<file path="config.mk">
export PLATFORM = sky130hd
export DESIGN_NAME = usb_rx_packet_ctrl
export DESIGN_NICKNAME = d
export VERILOG_FILES = /design/src/rtl/usb_rx_packet_ctrl.sv
export SDC_FILE = /design/constraint.sdc
export NUM_CORES = 1
export LEC_CHECK = 0
export ABC_AREA = 0
export CORE_ASPECT_RATIO = 1.1
export CORE_UTILIZATION = 52
export DETAILED_ROUTE_END_ITERATION = 7
export GPL_ROUTABILITY_DRIVEN = 0
export PLACE_DENSITY = 0.85
export SLEW_MARGIN = 10
export SYNTH_ARGS = -nofsm -noshare
export SYNTH_HDL_FRONTEND = slang
export SYNTH_SLANG_ARGS = --single-unit
</file>
<file path="constraint.sdc">
create_clock -name clk -period 3.75 [get_ports clk]
set_input_delay 1.125 -clock clk [delete_from_list [all_inputs] [get_ports clk]]
set_output_delay 1.125 -clock clk [all_outputs]
set_load 0.005 [all_outputs]
</file>
<file path="src/rtl/usb_rx_packet_ctrl.sv">
// USB RX packet control: checks the SYNC byte after the serial-to-parallel stage,
// forwards payload bytes (PID onward) to the RX FIFO and flags packet-level errors.
module usb_rx_packet_ctrl #(
    parameter logic [7:0] SYNC_BYTE = 8'h80,
    parameter int         MAX_BYTES = 64,
    parameter int         COUNT_W   = 7
) (
    input  logic               clk,
    input  logic               rst,
    input  logic               d_edge,
    input  logic               byte_received,
    input  logic [7:0]         rcv_data,
    input  logic               eop,
    input  logic               bit_pending,
    input  logic               fifo_full,
    output logic               rcving,
    output logic               w_enable,
    output logic [7:0]         data_out,
    output logic [COUNT_W-1:0] byte_count,
    output logic               r_error,
    output logic               packet_done
);

    localparam logic [COUNT_W-1:0] MAX_CNT = COUNT_W'(MAX_BYTES);

    typedef enum logic [1:0] {
        IDLE      = 2'd0,
        SYNC_WAIT = 2'd1,
        RECEIVE   = 2'd2,
        ERR_WAIT  = 2'd3
    } state_t;

    state_t             state_q, state_d;
    logic               rcving_q, rcving_d;
    logic               w_enable_q, w_enable_d;
    logic [7:0]         data_out_q, data_out_d;
    logic [COUNT_W-1:0] byte_count_q, byte_count_d;
    logic               r_error_q, r_error_d;
    logic               packet_done_q, packet_done_d;

    // Count after this cycle's byte, so a simultaneous eop sees the updated value.
    logic [COUNT_W-1:0] count_next;
    logic               byte_err;

    always_ff @(posedge clk) begin
        if (rst) begin
            state_q       <= IDLE;
            rcving_q      <= 1'b0;
            w_enable_q    <= 1'b0;
            data_out_q    <= 8'h00;
            byte_count_q  <= '0;
            r_error_q     <= 1'b0;
            packet_done_q <= 1'b0;
        end else begin
            state_q       <= state_d;
            rcving_q      <= rcving_d;
            w_enable_q    <= w_enable_d;
            data_out_q    <= data_out_d;
            byte_count_q  <= byte_count_d;
            r_error_q     <= r_error_d;
            packet_done_q <= packet_done_d;
        end
    end

    always_comb begin
        state_d       = state_q;
        rcving_d      = rcving_q;
        w_enable_d    = 1'b0;
        data_out_d    = data_out_q;
        byte_count_d  = byte_count_q;
        r_error_d     = r_error_q;
        packet_done_d = 1'b0;
        count_next    = byte_count_q;
        byte_err      = 1'b0;

        unique case (state_q)
            IDLE: begin
                if (d_edge) begin
                    state_d      = SYNC_WAIT;
                    rcving_d     = 1'b1;
                    r_error_d    = 1'b0;
                    byte_count_d = '0;
                end
            end

            SYNC_WAIT: begin
                if (eop) begin
                    state_d   = IDLE;
                    rcving_d  = 1'b0;
                    r_error_d = 1'b1;
                end else if (byte_received) begin
                    if (rcv_data == SYNC_BYTE) begin
                        state_d = RECEIVE;
                    end else begin
                        state_d   = ERR_WAIT;
                        r_error_d = 1'b1;
                    end
                end
            end

            RECEIVE: begin
                if (byte_received) begin
                    if (fifo_full || (byte_count_q == MAX_CNT)) begin
                        byte_err  = 1'b1;
                        state_d   = ERR_WAIT;
                        r_error_d = 1'b1;
                    end else begin
                        count_next   = byte_count_q + COUNT_W'(1);
                        w_enable_d   = 1'b1;
                        data_out_d   = rcv_data;
                        byte_count_d = count_next;
                    end
                end
                // The byte is handled first; eop then closes the packet on the new count.
                if (eop) begin
                    state_d  = IDLE;
                    rcving_d = 1'b0;
                    if (!byte_err) begin
                        if (bit_pending || (count_next == '0)) begin
                            r_error_d = 1'b1;
                        end else begin
                            packet_done_d = 1'b1;
                        end
                    end
                end
            end

            ERR_WAIT: begin
                if (eop) begin
                    state_d  = IDLE;
                    rcving_d = 1'b0;
                end
            end

            default: begin
                state_d = IDLE;
            end
        endcase
    end

    assign rcving      = rcving_q;
    assign w_enable    = w_enable_q;
    assign data_out    = data_out_q;
    assign byte_count  = byte_count_q;
    assign r_error     = r_error_q;
    assign packet_done = packet_done_q;

endmodule

</file>
; ---- Word-level counts from Yosys, hierarchy flattened
; Cells that the tools add are included.
[classes]
n_addsub = 1
eq_ne = 12
muxes = 32
n_bitwise = 4
n_reduce_logical = 14
[op_table]
columns = operator, n
row1 = $mux W7, 4
row2 = $mux W1, 17
row3 = $mux W2, 7
row4 = $pmux W7 S2, 1
row5 = $ne A3 B3 Y1 const B, 4
row6 = $eq A8 B8 Y1 const B, 1
row7 = $pmux W2 S4, 1
row8 = $add A7 B1 Y7 const B, 1
row9 = $eq A7 B7 Y1 const B, 1
row10 = $logic_not A7 Y1, 1
row11 = $reduce_or A3 Y1, 2
row12 = $reduce_and A5 Y1, 1
row13 = $eq A2 B2 Y1 const B, 2
row14 = $ne A2 B2 Y1 const B, 2
row15 = $not A1 Y1, 4
row16 = $reduce_and A2 Y1, 2
row17 = $reduce_and A4 Y1, 1
row18 = $reduce_or A4 Y1, 1
row19 = $pmux W1 S3, 1
row20 = $reduce_and A3 Y1, 1
row21 = $reduce_bool A3 Y1, 1
row22 = $eq A2 B1 Y1 const B, 1
row23 = $logic_not A2 Y1, 1
row24 = $logic_or A1 B1 Y1, 2
row25 = other kinds (3), 3
[totals]
reg_bits = 21
input_bits = 15
out_inout_bits = 19
elab_cells = 70

; ---- Longest topological paths before layout
; Gate-level depths: netlist (run 1).
[logic_depth]
depth_word = 11
ltp_mapped = 8
depth_no_buf = 7

; ---- Least setup slack after synthesis (run 1)
; No wires, ideal clock.
[synth_path]
kind = input to register
start = in fifo_full
end = reg byte_count_q[0] (netlist: byte_count[0])
setup_ns = 0.128
t_arrival_ns = 2.144
required_time_ns = 3.622
slack_ns = 1.478
stages = 5
path_buffers = 0
path_cell_list = nand2b_1 > a31oi_2 > mux2_2 > a22oi_1 > nor2_1
[synth_via]
elab_chain_len = 4
[synth_rtl]
columns = item, line
row1 = from (decl), 15  ; input logic fifo_full,
row2 = $logic_or A1 B1 Y1, 103  ; if (fifo_full || (byte_count_q == MAX_CNT)) begin
row3 = $mux W7 (2 in series), n/a
row4 = $pmux W7 S2, n/a
row5 = to (signal assigned), 59  ; byte_count_q <= byte_count_d;
row6 = to (decl), 37  ; logic [COUNT_W-1:0] byte_count_q, byte_count_d;
; Every way passes these cells.
; A chain may end at the register's enable or synchronous reset.

; ---- Worst setup path in the final report (run 1)
[layout_path]
start = reg byte_count_q[3] (netlist: byte_count[3])
end = out byte_count[3]
[layout_rtl]
columns = item, line
row1 = to (decl), 19  ; output logic [COUNT_W-1:0] byte_count,
; No word-level cell between the ends.

==> results of run 1 <==
layout make-up:
class                   instances  area (sq um)
clock buffers                   3          22.5
inverters                      11          41.3
clock inverters                 1          5.00
well taps                      30          37.5
fillers                       188           643
repair buffers                 34           338
flip-flops and latches         21           420
multi-input cells             114           790
cells by family after synthesis:
kind of cell	count (synthesis)
flip-flops	21
AO/OA/AOI/OAI	40
AND/OR/NAND/NOR	57
buffers and inverters	19
adder cells (fa/ha/maj)	6
multiplexers	10
XOR/XNOR	1
registers in the layout, indices dropped and copies added, names as in the netlist:
| name | flops |
|---|---|
| state_q | 2 |
| r_error | 1 |
| byte_count | 7 |
| rcving | 1 |
| w_enable | 1 |
| packet_done | 1 |
| data_out | 8 |
worst register-to-register path: stages, from the launching register on:
cell and delay, ns:
sky130_fd_sc_hd__dfxtp_1 0.37, sky130_fd_sc_hd__inv_1 0.09, sky130_fd_sc_hd__ha_1 0.49, sky130_fd_sc_hd__inv_1 0.18
sky130_fd_sc_hd__o31ai_1 0.40, sky130_fd_sc_hd__a21oi_1 0.15, sky130_fd_sc_hd__o32ai_1 0.24
power groups by stage:
stage,clock [uW],sequential (uW),combinational (uW)
6_report,113,234,116
5_1_grt,126,235,125
4_1_cts,116,234,112
3_5_place_dp,0,239,111
3_3_place_gp,0,239,107
2_1_floorplan,0,238,68.5
metal layers:
metal	global-route usage (%)	vias up	routed length, microns
li1	-	624	-
met1	29.5	576	1410
met2	43.5	42	1500
met3	4.17	4	133
met4	9.52	0	36
met5	0	-	0
placed cells by master (no fill, tap or decap), types with 2 or more instances in the layout:
master	count
sky130_fd_sc_hd__or4_1	2
sky130_fd_sc_hd__dfxtp_1	21
sky130_fd_sc_hd__a21oi_1	8
sky130_fd_sc_hd__ha_1	6
sky130_fd_sc_hd__a31oi_1	3
sky130_fd_sc_hd__a311o_1	2
sky130_fd_sc_hd__o21ai_0	10
sky130_fd_sc_hd__or3_1	2
sky130_fd_sc_hd__nand3_1	4
sky130_fd_sc_hd__nor3_1	6
sky130_fd_sc_hd__nor2b_1	4
sky130_fd_sc_hd__nand2_1	5
sky130_fd_sc_hd__o211ai_2	2
sky130_fd_sc_hd__clkbuf_4	3
sky130_fd_sc_hd__a22oi_1	2
sky130_fd_sc_hd__inv_1	11
sky130_fd_sc_hd__a211o_1	2
sky130_fd_sc_hd__nor2_1	19
sky130_fd_sc_hd__mux2i_1	8
sky130_fd_sc_hd__nor4_1	2
sky130_fd_sc_hd__nand2b_1	3
sky130_fd_sc_hd__clkdlybuf4s50_1	33
how the worst max path moves through the flow:
stage	from	to	slack, ns	cells past startpoint
final	byte_count[3]	byte_count[3]	1.11	1
after global routing	byte_count[3]	byte_count[3]	1.03	1
after CTS	byte_count[3]	byte_count[3]	1.09	1
after detailed placement	rcv_data[2]	state_q[0]	0.87	6
after global placement	byte_received	byte_count[0]	0.93	6
after floorplan	fifo_full	byte_count[0]	1.48	5
synthesized netlist by cell type, drive strengths merged, types with 4 or more instances:
library cell	number	share of area, %
nor2b	4	1.9
nand2	6	2.3
mux2i	8	6.2
ha	6	5.8
a21oi	8	3.1
o21ai	10	3.9
nor3	6	2.3
inv	11	3.2
buf	5	2.8
nor2	19	5.5
dfxtp	21	32
a31oi	4	2.4
nand3	4	1.5
metrics by stage:
step | cells | setup slack, ns | util [%] | hold slack, ns | total power [uW]
2_1_floorplan | 154 | 1.48 | - | 0.470 | 307
3_3_place_gp | 210 | 0.931 | 70.8 | 0.474 | 345
3_5_place_dp | 210 | 0.872 | 70.8 | 0.483 | 351
4_1_cts | 214 | 1.09 | 72.0 | 0.507 | 463
5_1_grt | 214 | 1.03 | 72.0 | 0.520 | 487
6_report | 214 | 1.11 | 72.0 | 0.506 | 463
==> flow_summary.yaml, run 1 <==
global_routing:
  antenna_found_initial: 0
  grt_util_all_layers_pct: 24.4
  global_route_wire_length_before_repair_mm: 4.96
  overflow: 0
  grt_max_degree: 15
  number_of_global_route_vias_before_repair: 1069
floorplan:
  floorplan.die.height_microns: 54.4
  core.rowCount: 18
  die-area_sq_um: 2700
  die_w_microns: 49.7
  io-pin-count: 34
  initial_util_pct: 56.5
  coreArea_sq_um: 2300
pwr:
  switching_part_of_the_total_pct: 30.8
  power.combinational.fraction_pct: 25.0
  p_sw_uw: 143
  static_leakage_power_uw: 0.000685
  power_report.internal_total_uw: 320
  worst_ir_drop_vdd_mv: 0.326
  pwr_density_cell_nw_per_um2: 280
  power_frac_clock_pct: 24.3
  share_seq_of_total_power_pct: 50.6
sta:
  worst_slew_pin_slew_ns: 0.526
  fin_crit_ns: 2.64
  final_setup_tns_ns: 0
  timing.max_slew.rel_slack_pct: 64.9
  fin_crit_sh_pct: 70.5
  fmaxAchievable_mhz: 378
  timing.final.max_slew_violations: 0
  final_hold_violation_count: 0
  final.setup_skew_ns: 0.00835
  final-setup-viol-count: 0
  rsz0062_at_grt: "false"
clocking:
  tritoncts: "yes"
  clk-insertion-delay-late_ns: 0.32
  clock_sink_count: 21
  cts_buffer_depth: 2
  post_cts_buffers: 0
  clock-root-buffer: "sky130_fd_sc_hd__clkbuf_4"
  clk_transition_reported_paths_ns: 0.12
  ctsHtreeMaxLevel: 1
  cts_buffers: 3
  cts.hold.buffers_added: 0
  post_cts.resized_instances: 0
place:
  detailed_place_hpwl_mm: 2.33
  io_buffer_count: 33
  detailed_place.area_sq_um: 1630
synth:
  simple_gate_portion_of_the_synthesized_area_pct: 24.0
  ys.warnings.count: 0
  postSynthRegisterBits: 21
  fraction_of_the_yosys_area_taken_by_sequential_cells_pct: 32.4
  ys_dominant_reg_cell: "sky130_fd_sc_hd__dfxtp_1"
  synthesis.area_per_instance_sq_um: 8.43
  area_fraction_in_compound_gates_after_synthesis_pct: 22.2
  mappedNetlistArea_sq_um: 1300
  yosys.area_share.xor_xnor_pct: 0.674
  synth_enable_flop_cells: 0
  synth_nets: 175
  synth_top_family_by_area: "simple AND/OR/NAND/NOR gates"
  postSynthCellCount: 154
  async_reset_ff_share_pct: 0
  yosys.cell_types.count: 48
  synthMuxAreaShare_pct: 8.19
  adder_cell_area_share_of_the_yosys_netlist_pct: 5.78
hold_path:
  worst_hold_path_stage_count: 2
  hold_path.class: "register to register"
  timing.hold.worst.start: "rcving"
  endpoint_with_the_worst_hold_slack: "rcving"
critical_path:
  critPathLaunchType: "register"
  crit-reg2reg-launch: "state_q[0]"
  cp_top_family: "flip-flops"
  setup.worst_path.class: "register to primary output"
  reg_to_reg_end: "state_q[1]"
  cp-end-kind: "primary output"
  worstPathArrival_ns: 1.52
  timing.critical_path.cells: "clkdlybuf4s50_1"
  crit_required_ns: 2.62
  critPathMaxFanout: 13
  critPathSlowestCell: "sky130_fd_sc_hd__dfxtp_1"
  worst-path-buf-inv: 1
  critical-path-max-stage-delay_ns: 0.62
  worst_r2r_path_depth: 6
  regToRegSetupSlack_ns: 1.76
route:
  remaining_drc_errors: 0
  totalWireLength_mm: 3.08
  vias: 1246
  drtIter0Drc: 42
  routed_via_density: 5.82
  drt_pre_antenna_iters: 4
  route.detailed.wl_per_inst_microns: 14.4
  antenna_left: 0
final_layout:
  finish.net_count: 206
  area_growth_pct: 27.4
  num_antenna_cells: 0
  final_layout_size_suffix_gt1_share_pct: 7.61
  final_area_sq_um: 1650
job:
  cap_violations: 0
status:
  run_status: "finished clean"
(Power assumes the default switching activity.)
==> inputs of run 2 (changes only) <==
CORE_UTILIZATION = 43   (was 52)
PLACE_DENSITY = 0.75   (was 0.85)
clock period = 2.25 ns   (was 3.75 ns; I/O delays follow)
==> run 2 against run 1 <==
Net effect:
- first-iteration DRC count shrank 55%
- clock power grew 59%
- sequential cell count is the same
- critical path type unchanged
- register-to-register slack worse by 1.4 ns
- clock-buffer cell count rose by 1
- critical endpoint unchanged
- global-route usage is 2.8 points lower
- highest routed layer unchanged
- largest power group unchanged
==> flow_summary.yaml, run 2 (synthesis gave the netlist of run 1 again) <==
global_routing:
  number_of_global_route_vias_before_repair: 1223
  grt_max_degree: 14
  overflow: 0
  global_route_wire_length_before_repair_mm: 5.21
  grt_util_all_layers_pct: 21.5
  antenna_found_initial: 0
final_layout:
  area_growth_pct: 33.3
  finish.net_count: 216
  layout_commonest_cell: "sky130_fd_sc_hd__clkdlybuf4s50_1"
  final_layout_size_suffix_gt1_share_pct: 11.9
  most-common-layout-cells: "33 x sky130_fd_sc_hd__clkdlybuf4s50_1, 21 x sky130_fd_sc_hd__dfxtp_1, 19 x sky130_fd_sc_hd__nor2_1, 11 x sky130_fd_sc_hd__inv_1, 11 x sky130_fd_sc_hd__buf_4"
  num_antenna_cells: 0
  fillers: 249
  layout.cells.non_filler: 227
  final_util_pct: 61.2
  flip_flop_count_of_the_largest_register_after_layout: 8
floorplan:
  floorplan.die.height_microns: 59.6
  io-pin-count: 34
  die_w_microns: 54.4
  core.rowCount: 20
  die-area_sq_um: 3240
  coreArea_sq_um: 2830
  initial_util_pct: 45.9
pwr:
  power_report.internal_total_uw: 550
  share_seq_of_total_power_pct: 50.3
  pwr_density_cell_nw_per_um2: 448
  p_sw_uw: 225
  worst_ir_drop_vdd_mv: 0.339
  power.combinational.fraction_pct: 26.4
  static_leakage_power_uw: 0.000732
  power_frac_clock_pct: 23.3
  switching_part_of_the_total_pct: 29.1
critical_path:
  critical-path-max-stage-delay_ns: 0.61
  setup.worst_path.class: "register to primary output"
  crit_required_ns: 1.57
  critPathMaxFanout: 13
  cp_top_family: "flip-flops"
  worst-path-buf-inv: 1
  worstPathArrival_ns: 1.49
  critPathLaunchType: "register"
  timing.critical_path.cells: "clkdlybuf4s50_1"
  critPathSlowestCell: "sky130_fd_sc_hd__dfxtp_1"
  cp-end-kind: "primary output"
route:
  vias: 1302
  drtIter0Drc: 19
  remaining_drc_errors: 0
  routed_via_density: 5.74
  antenna_left: 0
  route.detailed.wl_per_inst_microns: 14.0
  drt_pre_antenna_iters: 5
  totalWireLength_mm: 3.18
clocking:
  clk-insertion-delay-late_ns: 0.30
  tritoncts: "yes"
  post_cts_buffers: 0
  clk_transition_reported_paths_ns: 0.12
  clock-root-buffer: "sky130_fd_sc_hd__clkbuf_4"
  cts_buffers: 3
  cts_buffer_depth: 2
  ctsHtreeMaxLevel: 1
  post_cts.resized_instances: 0
  cts.hold.buffers_added: 0
  clock_sink_count: 21
status:
  run_status: "finished clean"
sta:
  final_critical_path_setup_slack_ns: 0.0802
  final-setup-viol-count: 0
  timing.final.max_slew_violations: 0
  worst_slew_pin_slew_ns: 0.449
  finalHoldWorstSlack_ns: 0.497
  final.setup_skew_ns: 0.00597
  fin_crit_sh_pct: 96.4
  timing.max_slew.rel_slack_pct: 70.0
  rsz0062_at_grt: "false"
  final_hold_violation_count: 0
  fin_crit_ns: 2.17
  fmaxAchievable_mhz: 461
place:
  place_inst: 223
  detailed_place_hpwl_mm: 2.53
  preCtsSetupSlack_ns: -0.184
  io_buffer_count: 33
hold_path:
  hold_path.class: "register to register"
job:
  cap_violations: 0
## run 2: path summary, 6_finish.rpt
check                           slack (ns)            end          start  cells past startpoint
worst max register to register        0.39  byte_count[4]     state_q[0]                      6
worst max-delay path                  0.08  byte_count[3]  byte_count[3]                      1
worst min register to register        0.50         rcving         rcving                      2
worst min-delay path                  0.50         rcving         rcving                      2
## run 2: power by group through the flow
stage / Combinational [uW] / Sequential, uW / Clock (uW)
2_1_floorplan: 114 / 397 / 0
3_3_place_gp: 197 / 398 / 0
3_5_place_dp: 203 / 398 / 0
4_1_cts: 204 / 390 / 190
5_1_grt: 228 / 391 / 202
6_report: 205 / 390 / 180
## run 2: per-stage QoR
step | total power (uW) | TNS (ns) | cell area (sq um)
6_report | 775 | 0 | 1730
5_1_grt | 821 | 0 | 1730
4_1_cts | 784 | 0 | 1730
3_5_place_dp | 601 | -0.409 | 1710
3_3_place_gp | 595 | -0.106 | 1710
2_1_floorplan | 512 | 0 | 1300
## run 2: area by class of cell
| class | instances | area, sq um | area share, % |
|---|---|---|---|
| clock buffer | 4 | 26.3 | 1.52 |
| tap | 33 | 41.3 | 2.38 |
| timing repair buffer | 44 | 413 | 23.8 |
| inverter | 11 | 41.3 | 2.38 |
| multi-input combinational | 114 | 790 | 45.6 |
| sequential | 21 | 420 | 24.3 |
## run 2: layer usage
| metal | vias to the layer above | track usage, % | share of wire (%) |
|---|---|---|---|
| li1 | 646 | - | - |
| met1 | 612 | 25.4 | 45 |
| met2 | 42 | 39.7 | 50 |
| met3 | 2 | 4.10 | 4.7 |
| met4 | 0 | 3.30 | 0.13 |
| met5 | - | 0 | 0 |
==> inputs of run 3 (changes only) <==
CORE_ASPECT_RATIO = 0.6   (was 1.1)
==> run 3 against run 2 <==
Net effect:
- critical path depth unchanged
- first-iteration DRC count increased to 8.8 times the previous value
- clock power increased by 46%
- design area increased by 1.5%
- sequential power about the same
- sequential cell count unchanged
- final cell count increased by 3.5%
- die area increased by 0.21%
- critical endpoint unchanged
- highest routed layer unchanged
==> flow_summary.yaml, run 3 (synthesis gave the netlist of run 1 again) <==
route:
  route.detailed.wl_per_inst_microns: 14.9
  drtIter0Drc: 167
  vias: 1370
  remaining_drc_errors: 0
  routed-wl-met2_mm: 1.43
  routed_via_density: 5.83
  met3_wirelength_from_detailed_routing_microns: 376
  m1WireLength_mm: 1.66
  highest_layer: "met4"
  drt_pre_antenna_iters: 5
  totalWireLength_mm: 3.50
  antenna_left: 0
sta:
  rsz0062_at_grt: "false"
  worst_slew_pin_slew_ns: 0.485
  fin_crit_sh_pct: 96.2
  fin_crit_ns: 2.16
  final-setup-viol-count: 0
  final_hold_violation_count: 0
  timing.max_slew.rel_slack_pct: 67.6
  finalHoldWorstSlack_ns: 0.492
  fmaxAchievable_mhz: 462
  final.setup_skew_ns: 0.00212
  final_setup_tns_ns: 0
  timing.final.max_slew_violations: 0
clocking:
  clock-root-buffer: "sky130_fd_sc_hd__clkbuf_8"
  cts.hold.buffers_added: 0
  clock_sink_count: 21
  cts_buffers: 3
  cts_buffer_depth: 2
  ctsHtreeMaxLevel: 1
  tritoncts: "yes"
  clk_transition_reported_paths_ns: 0.08
  post_cts_buffers: 0
  post_cts.resized_instances: 0
  clk-insertion-delay-late_ns: 0.27
global_routing:
  antenna_found_initial: 0
  grt_max_degree: 14
  number_of_global_route_vias_before_repair: 1174
  grt_util_all_layers_pct: 22.3
  global_route_wire_length_before_repair_mm: 5.46
  overflow: 0
pwr:
  static_leakage_power_uw: 0.000732
  worst_ir_drop_vdd_mv: 0.398
  pwr_density_cell_nw_per_um2: 489
final_layout:
  most-common-layout-cells: "33 x sky130_fd_sc_hd__clkdlybuf4s50_1, 21 x sky130_fd_sc_hd__dfxtp_1, 19 x sky130_fd_sc_hd__nor2_1, 11 x sky130_fd_sc_hd__inv_1"
  num_antenna_cells: 0
  layout_commonest_cell: "sky130_fd_sc_hd__clkdlybuf4s50_1"
  area_growth_pct: 35.4
  flip_flop_count_of_the_largest_register_after_layout: 8
  finish.net_count: 215
  final_layout_size_suffix_gt1_share_pct: 11.9
  fillers: 253
  sequential_cell_area_sq_um: 420
  multiInputGateArea_sq_um: 790
critical_path:
  critical-path-max-stage-delay_ns: 0.63
  setup.worst_path.class: "register to primary output"
  worstPathArrival_ns: 1.49
  regToRegSetupSlack_ns: 0.36
  cp-end-kind: "primary output"
  crit_required_ns: 1.57
  cp_top_family: "flip-flops"
  worst-path-buf-inv: 1
  timing.critical_path.cells: "clkdlybuf4s50_1"
  critPathMaxFanout: 13
  critPathLaunchType: "register"
  critPathSlowestCell: "sky130_fd_sc_hd__dfxtp_1"
floorplan:
  die_w_microns: 73.0
  initial_util_pct: 45.2
  floorplan.die.height_microns: 44.6
  core.rowCount: 15
  coreArea_sq_um: 2870
  io-pin-count: 34
  die-area_sq_um: 3250
place:
  io_buffer_count: 33
  detailed_place_hpwl_mm: 2.58
hold_path:
  hold_path.class: "register to register"
job:
  cap_violations: 0
status:
  run_status: "finished clean"
==> run 3: cell types whose count changed in the layout (fill, tap and decap cells not counted) <==
cell,change
sky130_fd_sc_hd__clkbuf_8,+3
sky130_fd_sc_hd__buf_4,-1
sky130_fd_sc_hd__clkbuf_4,-3
sky130_fd_sc_hd__clkbuf_1,-1
sky130_fd_sc_hd__clkinvlp_4,+1
==> run 3: power breakdown <==
group,total [uW],switching (uW),internal [uW]
logic,206,110,96.9
clock network,263,137,125
registers,390,8.65,382
==> run 3: layout make-up <==
| class | instances | area share (%) |
|---|---|---|
| repair buffers | 43 | 23.1 |
| clock buffers | 3 | 2.35 |
| inverters | 11 | 2.35 |
| well taps | 42 | 2.99 |
| clock inverters | 1 | 0.427 |
| multi-input cells | 114 | 44.9 |
| flip-flops and latches | 21 | 23.9 |
==> run 3: path summary, 6_finish.rpt <==
kind / start / end / cells past startpoint
max: byte_count[3] / byte_count[3] / 1
min: rcving / rcving / 2
max reg2reg: byte_count[3] / byte_count[1] / 6
min reg2reg: rcving / rcving / 2
==> run 3: metrics by stage <==
step                power, uW  worst slack [ns]  util (%)  cell area (sq um)  std cells
floorplan                 512             0.428         -               1300        154
global placement          593           -0.0933      59.5               1710        231
detailed placement        598            -0.173      59.5               1710        231
CTS                       859             0.106      61.2               1760        235
global route              899            0.0353      61.2               1760        235
finish                    859            0.0853      61.2               1760        235
==> run 3: layer usage <==
metal  vias to the layer above  GRT usage [%]
li1                        642              -
met3                         8           7.97
met4                         0           5.49
met1                       642           31.4
met5                         -              0
met2                        78           32.3
